$ cat src/rtl/ftdi_mux_pkg.sv
// Shared types and header constants for the FTDI TX multiplexer and its arbiters.
package ftdi_mux_pkg;

    typedef enum logic [1:0] {
        ST_IDLE = 2'd0,
        ST_HDR  = 2'd1,
        ST_DATA = 2'd2
    } state_t;

    localparam logic [7:0] HDR_MARK    = 8'h80;
    localparam int         HDR_SOP_BIT = 6;

endpackage

$ cat src/rtl/ftdi_tx_mux_rr_pick.sv
// Rotating-priority encoder: finds the first set request at or above i_ptr, wrapping at N.
// Purely combinational; o_idx is 0 when nothing is requested.
module rr_pick
    import ftdi_mux_pkg::*;
#(
    parameter int N = 4,
    parameter int W = (N > 1) ? $clog2(N) : 1
) (
    input  logic [N-1:0] i_req,
    input  logic [W-1:0] i_ptr,
    output logic         o_found,
    output logic [W-1:0] o_idx
);

    function automatic int wrap_idx(input int base, input int ofs);
        int s;
        s = base + ofs;
        return (s >= N) ? s - N : s;
    endfunction

    always_comb begin
        o_found = 1'b0;
        o_idx   = '0;
        for (int i = 0; i < N; i++) begin
            if (!o_found && i_req[wrap_idx(int'(i_ptr), i)]) begin
                o_found = 1'b1;
                o_idx   = W'(wrap_idx(int'(i_ptr), i));
            end
        end
    end

endmodule

$ cat src/rtl/ftdi_tx_mux.sv
// Round-robin burst arbiter merging NCH byte streams into one FTDI TX stream,
// prefixing each burst with a header carrying the channel and start-of-packet flag.
module ftdi_tx_mux
    import ftdi_mux_pkg::*;
#(
    parameter int NCH          = 4,
    parameter int MAX_BURST    = 64,
    parameter int IDLE_TIMEOUT = 16
) (
    input  logic             clk,
    input  logic             rst,
    input  logic [8*NCH-1:0] i_ch_data,
    input  logic [NCH-1:0]   i_ch_valid,
    input  logic [NCH-1:0]   i_ch_last,
    output logic [NCH-1:0]   o_ch_ready,
    output logic [7:0]       o_data,
    output logic             o_valid,
    input  logic             i_ready
);

    localparam int GW = (NCH > 1) ? $clog2(NCH) : 1;
    localparam int CW = (MAX_BURST > 1) ? $clog2(MAX_BURST) : 1;
    localparam int IW = $clog2(IDLE_TIMEOUT + 1);

    localparam logic [GW-1:0] LAST_CH   = GW'(NCH - 1);
    localparam logic [CW-1:0] CNT_LAST  = CW'(MAX_BURST - 1);
    localparam logic [IW-1:0] IDLE_LAST = IW'(IDLE_TIMEOUT - 1);

    state_t           state_q, state_d;
    logic [GW-1:0]    rr_ptr_q, rr_ptr_d;
    logic [GW-1:0]    g_q, g_d;
    logic [CW-1:0]    cnt_q, cnt_d;
    logic [IW-1:0]    idle_cnt_q, idle_cnt_d;
    logic [NCH-1:0]   midpkt_q, midpkt_d;

    logic             pick_found;
    logic [GW-1:0]    pick_idx;
    logic [7:0]       hdr;
    logic [7:0]       sel_data;
    logic             sel_vld;
    logic             sel_last;

    rr_pick #(.N(NCH), .W(GW)) u_pick (
        .i_req   (i_ch_valid),
        .i_ptr   (rr_ptr_q),
        .o_found (pick_found),
        .o_idx   (pick_idx)
    );

    assign sel_data = i_ch_data[8*g_q +: 8];
    assign sel_vld  = i_ch_valid[g_q];
    assign sel_last = i_ch_last[g_q];

    always_comb begin
        state_d    = state_q;
        rr_ptr_d   = rr_ptr_q;
        g_d        = g_q;
        cnt_d      = cnt_q;
        idle_cnt_d = idle_cnt_q;
        midpkt_d   = midpkt_q;
        o_valid    = 1'b0;
        o_data     = 8'h00;
        o_ch_ready = '0;

        hdr              = HDR_MARK;
        hdr[HDR_SOP_BIT] = ~midpkt_q[g_q];
        hdr[3:0]         = 4'(g_q);

        case (state_q)
            ST_IDLE: begin
                if (pick_found) begin
                    g_d      = pick_idx;
                    rr_ptr_d = (pick_idx == LAST_CH) ? '0 : pick_idx + 1'b1;
                    state_d  = ST_HDR;
                end
            end
            ST_HDR: begin
                o_valid = 1'b1;
                o_data  = hdr;
                if (i_ready) begin
                    cnt_d      = '0;
                    idle_cnt_d = '0;
                    state_d    = ST_DATA;
                end
            end
            ST_DATA: begin
                o_valid         = sel_vld;
                o_data          = sel_data;
                o_ch_ready[g_q] = i_ready;
                if (sel_vld && i_ready) begin
                    // last takes precedence over the burst limit so the packet closes cleanly
                    if (sel_last) begin
                        midpkt_d[g_q] = 1'b0;
                        state_d       = ST_IDLE;
                    end else if (cnt_q == CNT_LAST) begin
                        midpkt_d[g_q] = 1'b1;
                        state_d       = ST_IDLE;
                    end else begin
                        cnt_d      = cnt_q + 1'b1;
                        idle_cnt_d = '0;
                    end
                end else if (idle_cnt_q == IDLE_LAST) begin
                    midpkt_d[g_q] = 1'b1;
                    state_d       = ST_IDLE;
                end else begin
                    idle_cnt_d = idle_cnt_q + 1'b1;
                end
            end
            default: state_d = ST_IDLE;
        endcase
    end

    always_ff @(posedge clk) begin
        if (rst) begin
            state_q    <= ST_IDLE;
            rr_ptr_q   <= '0;
            g_q        <= '0;
            cnt_q      <= '0;
            idle_cnt_q <= '0;
            midpkt_q   <= '0;
        end else begin
            state_q    <= state_d;
            rr_ptr_q   <= rr_ptr_d;
            g_q        <= g_d;
            cnt_q      <= cnt_d;
            idle_cnt_q <= idle_cnt_d;
            midpkt_q   <= midpkt_d;
        end
    end

endmodule

$ cat config.mk
export PLATFORM = sky130hd
export DESIGN_NAME = ftdi_tx_mux
export DESIGN_NICKNAME = d
export VERILOG_FILES = /design/src/rtl/ftdi_mux_pkg.sv /design/src/rtl/ftdi_tx_mux_rr_pick.sv /design/src/rtl/ftdi_tx_mux.sv
export SDC_FILE = /design/constraint.sdc
export NUM_CORES = 1
export LEC_CHECK = 0
export BUFFER_PORTS_ARGS = -buffer_cell sky130_fd_sc_hd__buf_2
export CELL_PAD_IN_SITES_DETAIL_PLACEMENT = 1
export CELL_PAD_IN_SITES_GLOBAL_PLACEMENT = 1
export CORE_MARGIN = 8
export CORE_UTILIZATION = 34
export CTS_BUF_LIST = sky130_fd_sc_hd__clkbuf_4 sky130_fd_sc_hd__clkbuf_8
export CTS_CLUSTER_DIAMETER = 60
export DETAILED_ROUTE_END_ITERATION = 10
export GPL_ROUTABILITY_DRIVEN = 1
export GPL_TIMING_DRIVEN = 0
export PLACE_DENSITY_LB_ADDON = 0.1
export SETUP_SLACK_MARGIN = 0.15
export SYNTH_ARGS = -nofsm -noshare
export SYNTH_HDL_FRONTEND = slang
export SYNTH_SLANG_ARGS = --single-unit
$ cat constraint.sdc
create_clock -name clk -period 1.9 [get_ports clk]
set_input_delay 0.19 -clock clk [delete_from_list [all_inputs] [get_ports clk]]
set_output_delay 0.19 -clock clk [all_outputs]
set_load 0.01 [all_outputs]
After elaboration in Yosys (flattened, before gate mapping)
Index checks and enable logic that the tools add are counted.
{"block": "word_totals", "output_inout_bits": 13, "ff_bits": 21}
{"block": "classes", "bitwise_logic": 5, "n_addsub": 10, "order_cmp": 10, "eq_ne": 16, "muxes": 58, "shift": 1, "reduce_logical": 16}
{"cell": "less-than comparator 32 x 4 -> 1 bit (second input constant)", "n": 4}
{"cell": "two-way mux 32 bit", "n": 4}
{"cell": ">= comparator 32 x 4 -> 1 bit (second input constant)", "n": 3}
{"cell": "subtractor 32 x 4 -> 32 bit (second input constant)", "n": 3}
{"cell": "variable part select 32 x 6 -> 8 bit", "n": 1}
{"cell": "two-way mux 5 bit", "n": 5}
{"cell": "two-way mux 6 bit", "n": 4}
{"cell": "two-way mux 2 bit", "n": 11}
{"cell": "two-way mux 4 bit", "n": 5}
{"cell": "two-way mux 1 bit", "n": 16}
{"cell": "case mux 8 bit (2 select lines)", "n": 1}
{"cell": "binary-select mux 1 bit (select 2 bit)", "n": 7}
{"cell": "inequality test 3 bit (second input constant)", "n": 4}
{"cell": "case mux 6 bit (2 select lines)", "n": 1}
{"cell": "inequality test 2 bit (second input constant)", "n": 5}
{"cell": "case mux 5 bit (2 select lines)", "n": 1}
{"cell": "AND reduction 5 bit", "n": 2}
{"cell": "AND 4 bit", "n": 2}
{"cell": "adder 2 x 2 -> 3 bit (second input constant)", "n": 2}
{"cell": "adder 6 x 1 -> 6 bit (second input constant)", "n": 1}
{"cell": "== test 6 bit (second input constant)", "n": 1}
{"cell": "case mux 2 bit (3 select lines)", "n": 1}
{"cell": "adder 5 x 1 -> 5 bit (second input constant)", "n": 1}
{"cell": "== test 5 x 4 -> 1 bit (second input constant)", "n": 1}
{"cell": "22 further kinds", "n": 30}

Logic depth before layout (Yosys ltp)
Gate-level depths: netlist of the first run.
{"block": "logic_depth", "depth_word": 17, "mapped_depth": 8, "mapped_depth_nobuf": 8}

By module
A second synthesis of the first run with hierarchy kept.
{"block": "hier_totals", "cells_unflattened": 194, "hier_area_um2": 1682.9}
{"module": "ftdi_tx_mux", "seq_area_each_um2": 420.4, "area_per_inst_um2": 1605.3, "cells_per_inst": 179, "instances": 1}
{"module": "rr_pick", "seq_area_each_um2": 0.0, "area_per_inst_um2": 77.6, "cells_per_inst": 15, "instances": 1}

Worst setup path before layout of the first run
Ideal clock, no wire load.
{"block": "synth_timing", "kind": "register to register", "from": "register idle_cnt_q[0]", "to": "register idle_cnt_q[0]", "t_required_ns": 1.833, "path_buffers": 0, "synth_period_minus_slack_ns": 1.945, "setup_slack_ns": -0.045, "path_stages_with_launch": 9, "arrival_time_ns": 1.878, "cell_sequence": "dfxtp_1 > ha_1 > and3_1 > ha_1 > o21bai_1 > o221ai_1 > a21oi_4 > or3b_1 > a21oi_2"}
{"block": "synth_between", "elab_chain_len": 4, "elab_cells_between_ends": 7, "classes_between": "add/sub: 1; eq/ne: 2; mux: 3; reduce/logical: 1"}
{"element": "from (decl)", "line_no": "ftdi_tx_mux.sv:33", "text": "logic [IW-1:0] idle_cnt_q, idle_cnt_d;"}
{"element": "from (signal assigned)", "line_no": "ftdi_tx_mux.sv:126", "text": "idle_cnt_q <= idle_cnt_d;"}
{"element": "adder 5 x 1 -> 5 bit", "line_no": "ftdi_tx_mux.sv:106", "text": "idle_cnt_d = idle_cnt_q + 1'b1;"}
{"element": "two-way mux 5 bit", "line_no": "ftdi_tx_mux.sv:102", "text": "end else if (idle_cnt_q == IDLE_LAST) begin"}
{"element": "two-way mux 5 bit", "line_no": "ftdi_tx_mux.sv:90", "text": "if (sel_vld && i_ready) begin"}
{"element": "case mux 5 bit (2 select lines)", "line_no": "ftdi_tx_mux.sv:69", "text": "case (state_q)"}
Parallel ways exist; a longest one is shown, timed or not. The select of a mux whose other input is x is not followed.
A chain may end at the register's enable or synchronous reset.

Worst setup path after layout of the first run
{"block": "layout_timing", "from": "register g_q[0]", "to": "register idle_cnt_q[0]"}
{"block": "layout_between", "elab_chain_len": 5, "elab_cells_between_ends": 11, "classes_between": "eq/ne: 3; mux: 6; reduce/logical: 2"}
{"element": "from (decl)", "line_no": "ftdi_tx_mux.sv:31", "text": "logic [GW-1:0] g_q, g_d;"}
{"element": "from (signal assigned)", "line_no": "ftdi_tx_mux.sv:124", "text": "g_q <= g_d;"}
{"element": "binary-select mux 1 bit (select 2 bit)", "line_no": "ftdi_tx_mux.sv:51", "text": "assign sel_vld = i_ch_valid[g_q];"}
{"element": "two-way mux 1 bit (not written as such)", "line_no": "ftdi_tx_mux.sv:51"}
{"element": "logical AND 1 bit", "line_no": "ftdi_tx_mux.sv:90"}
{"element": "inequality test 3 bit (no line) or two-way mux 5 bit (tied branches)"}
{"element": "AND reduction 5 bit (no line) or case mux 5 bit (2 select lines) (tied branches)"}
Parallel ways exist; a longest one is shown, timed or not. The select of a mux whose other input is x is not followed.

==> qor.yml, run 1 <==
setup_ws_ns: -0.07432
synth-seq-cells: 21
cts_tree: "built"
multi_input_area_mm2: 0.001481
finalPower_uw: 2897
rsz0062_at_grt: "yes"
ctsHoldBuffers: 0
crit_arrival_ns: 2.18
syn_nets: 250
max-cap-violations: 0
antenna_cells: 0
pin_count: 56
critPathKind: "flip-flop to flip-flop"
antenna_found_initial: 0
syn_to_final_growth_pct: 59.34
clock_sinks: 21
drt-pass1-iter-count: 4
synth_edf_count: 0
timing.fmax_mhz: 506.5
slew_headroom_pct: 52.70
drc: 0
post-route-period-util_pct: 103.9
skew_ns: 0.002501
slew_viol_final: 0
grt_max_degree: 13
grtUsageTotal_pct: 17.47
min_path_type: "input port to flip-flop"
grt-ovfl-total: 0
vias_per_cell: 5.410
clk_pin_slew_worst_paths_ns: 0.09
finalSetupViolations: 12
num_rows: 26
grt_pass1_vias: 2052
outcome: "complete, but fails checks"
setup_tns_ns: -0.4403
insertion_delay_ns: 0.27
finalWirelength_um: 6911
crit_required_ns: 2.10
coreArea_mm2: 0.004977
synthArstFlopShare_pct: 0
worstPathMaxFanout: 3
wl_per_cell_um: 19.80
dpl_worst_slack_ns: -0.2115
p_per_area_mw_per_mm2: 1061
numCtsBuffers: 3
start_util_pct: 34.44
io_buffers: 53
syn_area_mm2: 0.001714
die_w_um: 87.01
syn-mean-instance-area_um2: 8.571
drive_gt1_share_pct: 55.56
violations: "setup timing"
fillers: 594
gp_congestion: 0.7592
yosysUniqueCellTypes: 50
cp-end-kind: "flip-flop"
nNetsFinal: 330
ctsHtreeMaxLevel: 1
place_hpwl_um: 4594
ir_drop_uv: 496.0
clock_path_buffers: 2
clockRootBuffer: "clkbuf_8"
dr_total_vias: 1888
synth_cells: 200
yosysWarnings: 0
synthFlopType: "dfxtp_1"
finalCriticalPeriod_ns: 1.974
hold_viol: 0
die_area_mm2: 0.007570
tightest_slew_ns: 0.7094
die_h_um: 87.01
first_iter_violations: 80
whs_ns: 0.2856
startpoint_type: "flip-flop"
p_leak_uw: 0.001048
grt_pass1_wl_um: 10250
seqCellArea_um2: 435.4
ys_seq_area_share_pct: 24.53
drtAntennaViolNets: 0
[critical path, cell delays in order, from the launching register on]
cell and delay [ns]:
dfxtp_4 0.39, mux4_2 0.57, and3_4 0.21, a21oi_4 0.21, or3b_4 0.41, a21oi_2 0.12
[synth_stat cells (3+ instances only)]
library cell	instances	area share, %
nor4_1	3	1.1
mux4_2	11	14
mux2i_1	4	2.3
dfxtp_1	21	25
o21ai_0	6	1.8
clkbuf_1	7	1.5
nor3_1	5	1.5
inv_1	9	2.0
and3_1	7	2.6
o211ai_1	4	1.8
ha_1	7	5.1
nand2b_1	8	2.9
nand2_1	19	4.2
a21oi_1	16	4.7
nand3_1	6	1.8
nor2_1	15	3.3
xnor2_1	4	2.0
nor2b_1	7	2.6
[layer usage]
layer,up-vias,global-route usage (%),routed length (um)
met4,0,5.164,99
met1,955,18.51,2770
li1,900,-,-
met3,8,2.453,122
met2,25,34.28,3919
met5,-,0,0
[logic make-up (layout without fill, tap and decap cells)]
group | count (synthesis) | in the layout | share of synthesized area [%]
simple gates | 77 | 77 | 22.99
compound gates | 51 | 51 | 20.59
flops | 21 | 21 | 24.53
buf+inv | 21 | 100 | 5.620
mux | 17 | 17 | 18.10
fa+ha+maj | 7 | 7 | 5.109
xor+xnor | 6 | 6 | 3.066
[worst paths after layout]
| check | endpoint | slack, ns | cells after the start | startpoint |
|---|---|---|---|---|
| min reg2reg | flip-flop | 0.50 | 2 | flip-flop |
| min | flip-flop | 0.29 | 3 | i_ch_valid[1] |
| max reg2reg | idle_cnt_q[0] | -0.07 | 5 | g_q[0] |
| max | idle_cnt_q[0] | -0.07 | 5 | g_q[0] |
[report_power, final]
group,total (uW),internal (uW),switching (uW)
Sequential,572,507,64.3
Combinational,2010,1010,998
Clock,316,147,169
[cell type report]
class	instances	area share, %
timing repair buffer	75	18.23
buffer	12	5.451
clock buffer	3	1.512
sequential	21	15.94
clock inverter	1	0.1832
tap	70	3.207
multi-input combinational	158	54.24
inverter	9	1.237
[layout by cell type, fill, tap and decap left out, types with 4 or more instances in the layout]
master / synthesis / layout
buf_2: 2 / 49
buf_6: 2 / 16
nand2_1: 19 / 16
dfxtp_1: 21 / 15
buf_4: 0 / 14
nor2_1: 15 / 12
a21oi_1: 16 / 12
mux4_2: 11 / 11
inv_1: 9 / 8
nor2b_1: 7 / 7
and3_4: 1 / 6
nand2b_1: 8 / 6
a21oi_2: 1 / 5
nand3_1: 6 / 5
o211ai_1: 4 / 4
[repair_timing]
item / 4_1_cts / 5_1_grt
setup endpoints to repair: 28 / 30
pin swaps: 20 / 14
gates cloned: 0 / 1
gates resized for setup: 55 / 41
buffers inserted: 16 / 5
[through the flow]
stage | cells | util, % | area, um^2
after floorplan | 200 | - | 1755
after global placement | 323 | 42.36 | 2108
after detailed placement | 323 | 42.36 | 2108
after CTS | 343 | 50.23 | 2500
after global routing | 349 | 54.88 | 2731
final | 349 | 54.88 | 2731
Note: power is estimated with default switching activity, not from simulation.
==> run 2, diff against run 1 <==
CORE_UTILIZATION = 41   (was 34)
clock period = 2.35 ns   (was 1.9 ns; I/O delays follow)
==> run 2 against run 1 <==
Against the previous run: the flow now finishes without violations; global-route usage shrank 0.83 points; combinational power shrank 48%; register-to-register slack gained 0.36 ns; non-clock buffer count shrank 21; sequential power shrank 22%; critical path depth is the same; die area shrank 14%; clock skew grew 0.0040 ns; clock power shrank 19%; first-iteration DRC count grew 13%; critical path type is now flip-flop to output port; largest power group unchanged.
==> qor.yml, run 2 (synthesized netlist as in run 1, its figures left out) <==
outcome: "finished clean"
cp-end-kind: "output port"
vias_per_cell: 5.565  # +2.9%
drt-pass1-iter-count: 4  # unchanged
post-route-period-util_pct: 88.98
clockRootBuffer: "clkbuf_8"
die_area_mm2: 0.006506  # -14%
grt_pass1_vias: 1780  # -13%
critPathKind: "flip-flop to output port"
gp_congestion: 0.8020  # +5.6%
ir_drop_uv: 628.2  # +27%
clk_pin_slew_worst_paths_ns: 0.08  # about the same
nNetsFinal: 309  # -6.4%
layoutNonFillerInstCount: 308  # -12%
worstPathMaxFanout: 10  # +7
grt-ovfl-total: 0  # unchanged
tightest_slew_ns: 0.6014  # -0.1081 ns
finalSetupViolations: 0  # -12
slew_headroom_pct: 59.54  # +6.8 points
num_rows: 23  # -12%
hold_viol: 0  # unchanged
dp.cells: 303  # -6.2%
whs_ns: 0.3100  # +0.02444 ns
place_hpwl_um: 4258  # -7.3%
wl_per_cell_um: 17.34  # -12%
finalWirelength_um: 5341  # -23%
pin_count: 56  # unchanged
design_area_mm2: 0.002128  # -22%
grtUsageTotal_pct: 16.64  # -0.83 points
clock_path_buffers: 2  # unchanged
insertion_delay_ns: 0.26  # about the same
drc: 0  # unchanged
coreArea_mm2: 0.004000  # -20%
setup_tns_ns: 0  # +0.4403 ns
die_h_um: 80.66  # -7.3%
finalCriticalPeriod_ns: 2.091
syn_to_final_growth_pct: 24.16
slew_viol_final: 0  # unchanged
die_w_um: 80.66  # -7.3%
p_leak_uw: 0.0008730  # -17%
first_iter_violations: 90  # +13%
grt_max_degree: 12  # -1
multi_input_area_mm2: 0.001207  # -18%
rsz0062_at_grt: "yes"
cts_tree: "built"
seqCellArea_um2: 421.7  # -3.2%
startpoint_type: "flip-flop"
antenna_cells: 0  # unchanged
fillers: 510  # -14%
io_buffers: 53  # unchanged
min_path_type: "input port to flip-flop"
max-cap-violations: 0  # unchanged
crit_arrival_ns: 1.86  # -0.32 ns
placed_area_mm2: 0.002042  # -3.1%
drtAntennaViolNets: 0  # unchanged
dr_total_vias: 1714  # -9.2%
antenna_found_initial: 0  # unchanged
clock_sinks: 21  # unchanged
mostFrequentLayoutCell: "buf_2"
p_per_area_mw_per_mm2: 817.1  # -23%
start_util_pct: 42.85  # +8.4 points
skew_ns: 0.006514  # +0.004013 ns
ctsHtreeMaxLevel: 1  # unchanged
grt_pass1_wl_um: 8659  # -15%
numCtsBuffers: 3  # unchanged
crit_required_ns: 2.12  # +0.02 ns
timing.fmax_mhz: 478.2
drive_gt1_share_pct: 34.50  # -21 points
ctsHoldBuffers: 0  # unchanged
mostFrequentLayoutCells: "buf_2, dfxtp_1, nand2_1"
## run 2: changes by cell type in the layout (fill, tap and decap cells not counted), sizes merged
cell | previous run | this run
clkbuf | 8 | 10
clkinv | 1 | 0
buf | 82 | 60
## run 2: routing by layer
| layer | GRT usage (%) | wire length (um) |
|---|---|---|
| met1 | 19.96 | 2267 |
| met5 | 0 | 0 |
| met2 | 30.23 | 2956 |
| met4 | 2.321 | 24 |
| met3 | 3.237 | 91 |
## run 2: critical path, stage by stage, from the launching register on
cell and delay, ns:
dfxtp_2 0.38, buf_6 0.19, buf_4 0.20, mux4_2 0.49, and3_1 0.19, buf_2 0.14
## run 2: area by class of cell
| type | instances | area share (%) |
|---|---|---|
| plain buffers | 12 | 3.821 |
| repair buffers | 54 | 12.82 |
| flip-flops and latches | 21 | 19.81 |
| well taps | 50 | 2.939 |
| clock buffers | 4 | 2.293 |
| multi-input cells | 158 | 56.73 |
| inverters | 9 | 1.587 |
## run 2: stage by stage
| step | util [%] | worst slack [ns] | total power (uW) |
|---|---|---|---|
| 2_1_floorplan | - | 0.4048 | 1175 |
| 3_3_place_gp | 51.05 | 0.06198 | 1431 |
| 3_5_place_dp | 51.05 | 0.06999 | 1440 |
| 4_1_cts | 52.64 | 0.1906 | 1724 |
| 5_1_grt | 53.21 | 0.1137 | 1873 |
| 6_report | 53.21 | 0.2590 | 1739 |
## run 2: power breakdown
group          switching, uW  internal, uW  leakage (uW)
Clock                    124           133     0.0000262
Sequential              42.9           403      0.000171
Combinational            571           466      0.000676
Total                    738          1000      0.000873
## run 2: final timing paths
path	to	slack [ns]	depth (start not counted)	startpoint
max reg2reg	idle_cnt_q[0]	0.29	8	idle_cnt_q[0]
max	o_data[2]	0.26	5	g_q[0]
min reg2reg	idle_cnt_q[1]	0.51	2	idle_cnt_q[1]
min	cnt_q[1]	0.31	4	rst
## run 2: timing repair
action | 4_1_cts | 5_1_grt
setup buffers | 0 | 1
endpoints found under the hold margin | 0 | 0
setup endpoints to repair | 12 | 11
gates resized for setup | 8 | 8
==> run 3, diff against run 2 <==
--- a/config.mk
+++ b/config.mk
@@ -8,2 +8,3 @@
 export BUFFER_PORTS_ARGS = -buffer_cell sky130_fd_sc_hd__buf_2
+export CAP_MARGIN = 15
 export CELL_PAD_IN_SITES_DETAIL_PLACEMENT = 1
@@ -19,2 +20,3 @@
 export SETUP_SLACK_MARGIN = 0.15
+export SKIP_LAST_GASP = 1
 export SYNTH_ARGS = -nofsm -noshare
--- a/constraint.sdc
+++ b/constraint.sdc
@@ -3,2 +3,2 @@
 set_output_delay 0.235 -clock clk [all_outputs]
-set_load 0.01 [all_outputs]
+set_load 0.005 [all_outputs]
==> run 3 against run 2 <==
Against the previous run: hold slack hardly changed; die area stayed put; critical path depth did not move; combinational power barely moved; design area did not move; critical path type unchanged.
==> qor.yml, run 3 (synthesized netlist as in run 1, its figures left out) <==
outcome: "finished clean"
timing.fmax_mhz: 482.0  # +0.78%
grt-ovfl-total: 0  # unchanged
whs_ns: 0.3099  # -0.0001450 ns
clock_path_buffers: 2  # unchanged
critPathKind: "flip-flop to output port"
place_hpwl_um: 4258  # unchanged
cp-end-kind: "output port"
grt_pass1_vias: 1780  # unchanged
worstPathMaxFanout: 10  # unchanged
clock_sinks: 21  # unchanged
finalCriticalPeriod_ns: 2.075  # -0.01613 ns
slew_viol_final: 0  # unchanged
die_h_um: 80.66  # unchanged
fin_util_pct: 53.21  # unchanged
grtUsageTotal_pct: 16.64  # unchanged
ctsHtreeMaxLevel: 1  # unchanged
p_leak_uw: 0.0008722  # about the same
drtAntennaViolNets: 0  # unchanged
coreArea_mm2: 0.004000  # unchanged
grt_max_degree: 12  # unchanged
die_w_um: 80.66  # unchanged
grt_pass1_wl_um: 8659  # unchanged
design_area_mm2: 0.002128  # unchanged
post-route-period-util_pct: 88.29  # -0.69 points
ir_drop_uv: 623.4  # -0.77%
antenna_found_initial: 0  # unchanged
antenna_cells: 0  # unchanged
start_util_pct: 42.85  # unchanged
drive_gt1_share_pct: 34.50  # unchanged
skew_ns: 0.004058  # -0.002456 ns
nNetsFinal: 309  # unchanged
clockRootBuffer: "clkbuf_8"
p_per_area_mw_per_mm2: 808.6  # -1.0%
dr_total_vias: 1717  # +0.18%
max-cap-violations: 0  # unchanged
first_iter_violations: 90  # unchanged
crit_arrival_ns: 1.84  # -0.02 ns
drc: 0  # unchanged
pin_count: 56  # unchanged
hold_viol: 0  # unchanged
slew_headroom_pct: 58.79  # -0.74 points
tightest_slew_ns: 0.6124  # +0.01106 ns
placed_area_mm2: 0.002042  # unchanged
min_path_type: "input port to flip-flop"
mostFrequentLayoutCell: "buf_2"
fillers: 510  # unchanged
num_rows: 23  # unchanged
wl_per_cell_um: 17.30  # -0.24%
ctsHoldBuffers: 0  # unchanged
setup_tns_ns: 0  # unchanged
vias_per_cell: 5.575  # +0.18%
gp_congestion: 0.8020  # unchanged
clk_pin_slew_worst_paths_ns: 0.08  # about the same
cts_tree: "built"
syn_to_final_growth_pct: 24.16  # unchanged
setup_ws_ns: 0.2751  # +0.01613 ns
die_area_mm2: 0.006506  # unchanged
dpl_worst_slack_ns: 0.08270  # +0.01271 ns
drt-pass1-iter-count: 4  # unchanged
rsz0062_at_grt: "yes"
finalWirelength_um: 5328  # -0.24%
insertion_delay_ns: 0.26  # about the same
crit_required_ns: 2.12  # about the same
numCtsBuffers: 3  # unchanged
startpoint_type: "flip-flop"
finalSetupViolations: 0  # unchanged
mostFrequentLayoutCells: "buf_2, dfxtp_1, nand2_1"
io_buffers: 53  # unchanged
## run 3: path summary, 6_finish.rpt
| path | from | depth (start not counted) | slack [ns] | endpoint |
|---|---|---|---|---|
| max | g_q[0] | 5 | 0.28 | o_data[2] |
| min | rst | 4 | 0.31 | cnt_q[1] |
| max reg2reg | idle_cnt_q[0] | 8 | 0.29 | idle_cnt_q[0] |
| min reg2reg | idle_cnt_q[1] | 2 | 0.51 | idle_cnt_q[1] |
## run 3: cell type report
| type | instances | area (um^2) | share of cell area, % |
|---|---|---|---|
| well taps | 50 | 62.56 | 2.939 |
| flip-flops and latches | 21 | 421.7 | 19.81 |
| clock buffers | 4 | 48.80 | 2.293 |
| inverters | 9 | 33.78 | 1.587 |
| repair buffers | 54 | 272.8 | 12.82 |
| multi-input cells | 158 | 1207 | 56.73 |
| plain buffers | 12 | 81.33 | 3.821 |
## run 3: through the flow
step           power [uW]  cells
6_report             1721    308
5_1_grt              1858    308
4_1_cts              1709    307
3_5_place_dp         1425    303
3_3_place_gp         1416    303
2_1_floorplan        1161    200
## run 3: repair_timing
| action | CTS | global route |
|---|---|---|
| resized for setup | 8 | 7 |
| endpoints found under the setup margin | 12 | 9 |
| endpoints found under the hold margin | 0 | 0 |
| setup buffers | 0 | 1 |
## run 3: power by group
group | switching, uW | total (uW) | internal [uW]
clock network | 121 | 254 | 132
registers | 42.7 | 446 | 403
logic | 556 | 1020 | 465
total | 720 | 1720 | 1000
## run 3: worst max-delay path, stage by stage (launching register included)
cell and delay, ns:
dfxtp_2 0.38, buf_6 0.19, buf_4 0.20, mux4_2 0.49, and3_1 0.19, buf_2 0.12
## run 3: layer usage
metal	vias up	GRT usage, %	part of all wire (%)
met5	-	0	0
met4	0	2.321	0.45
met3	2	3.237	1.7
met2	14	30.23	56
met1	845	19.96	42
li1	856	-	-
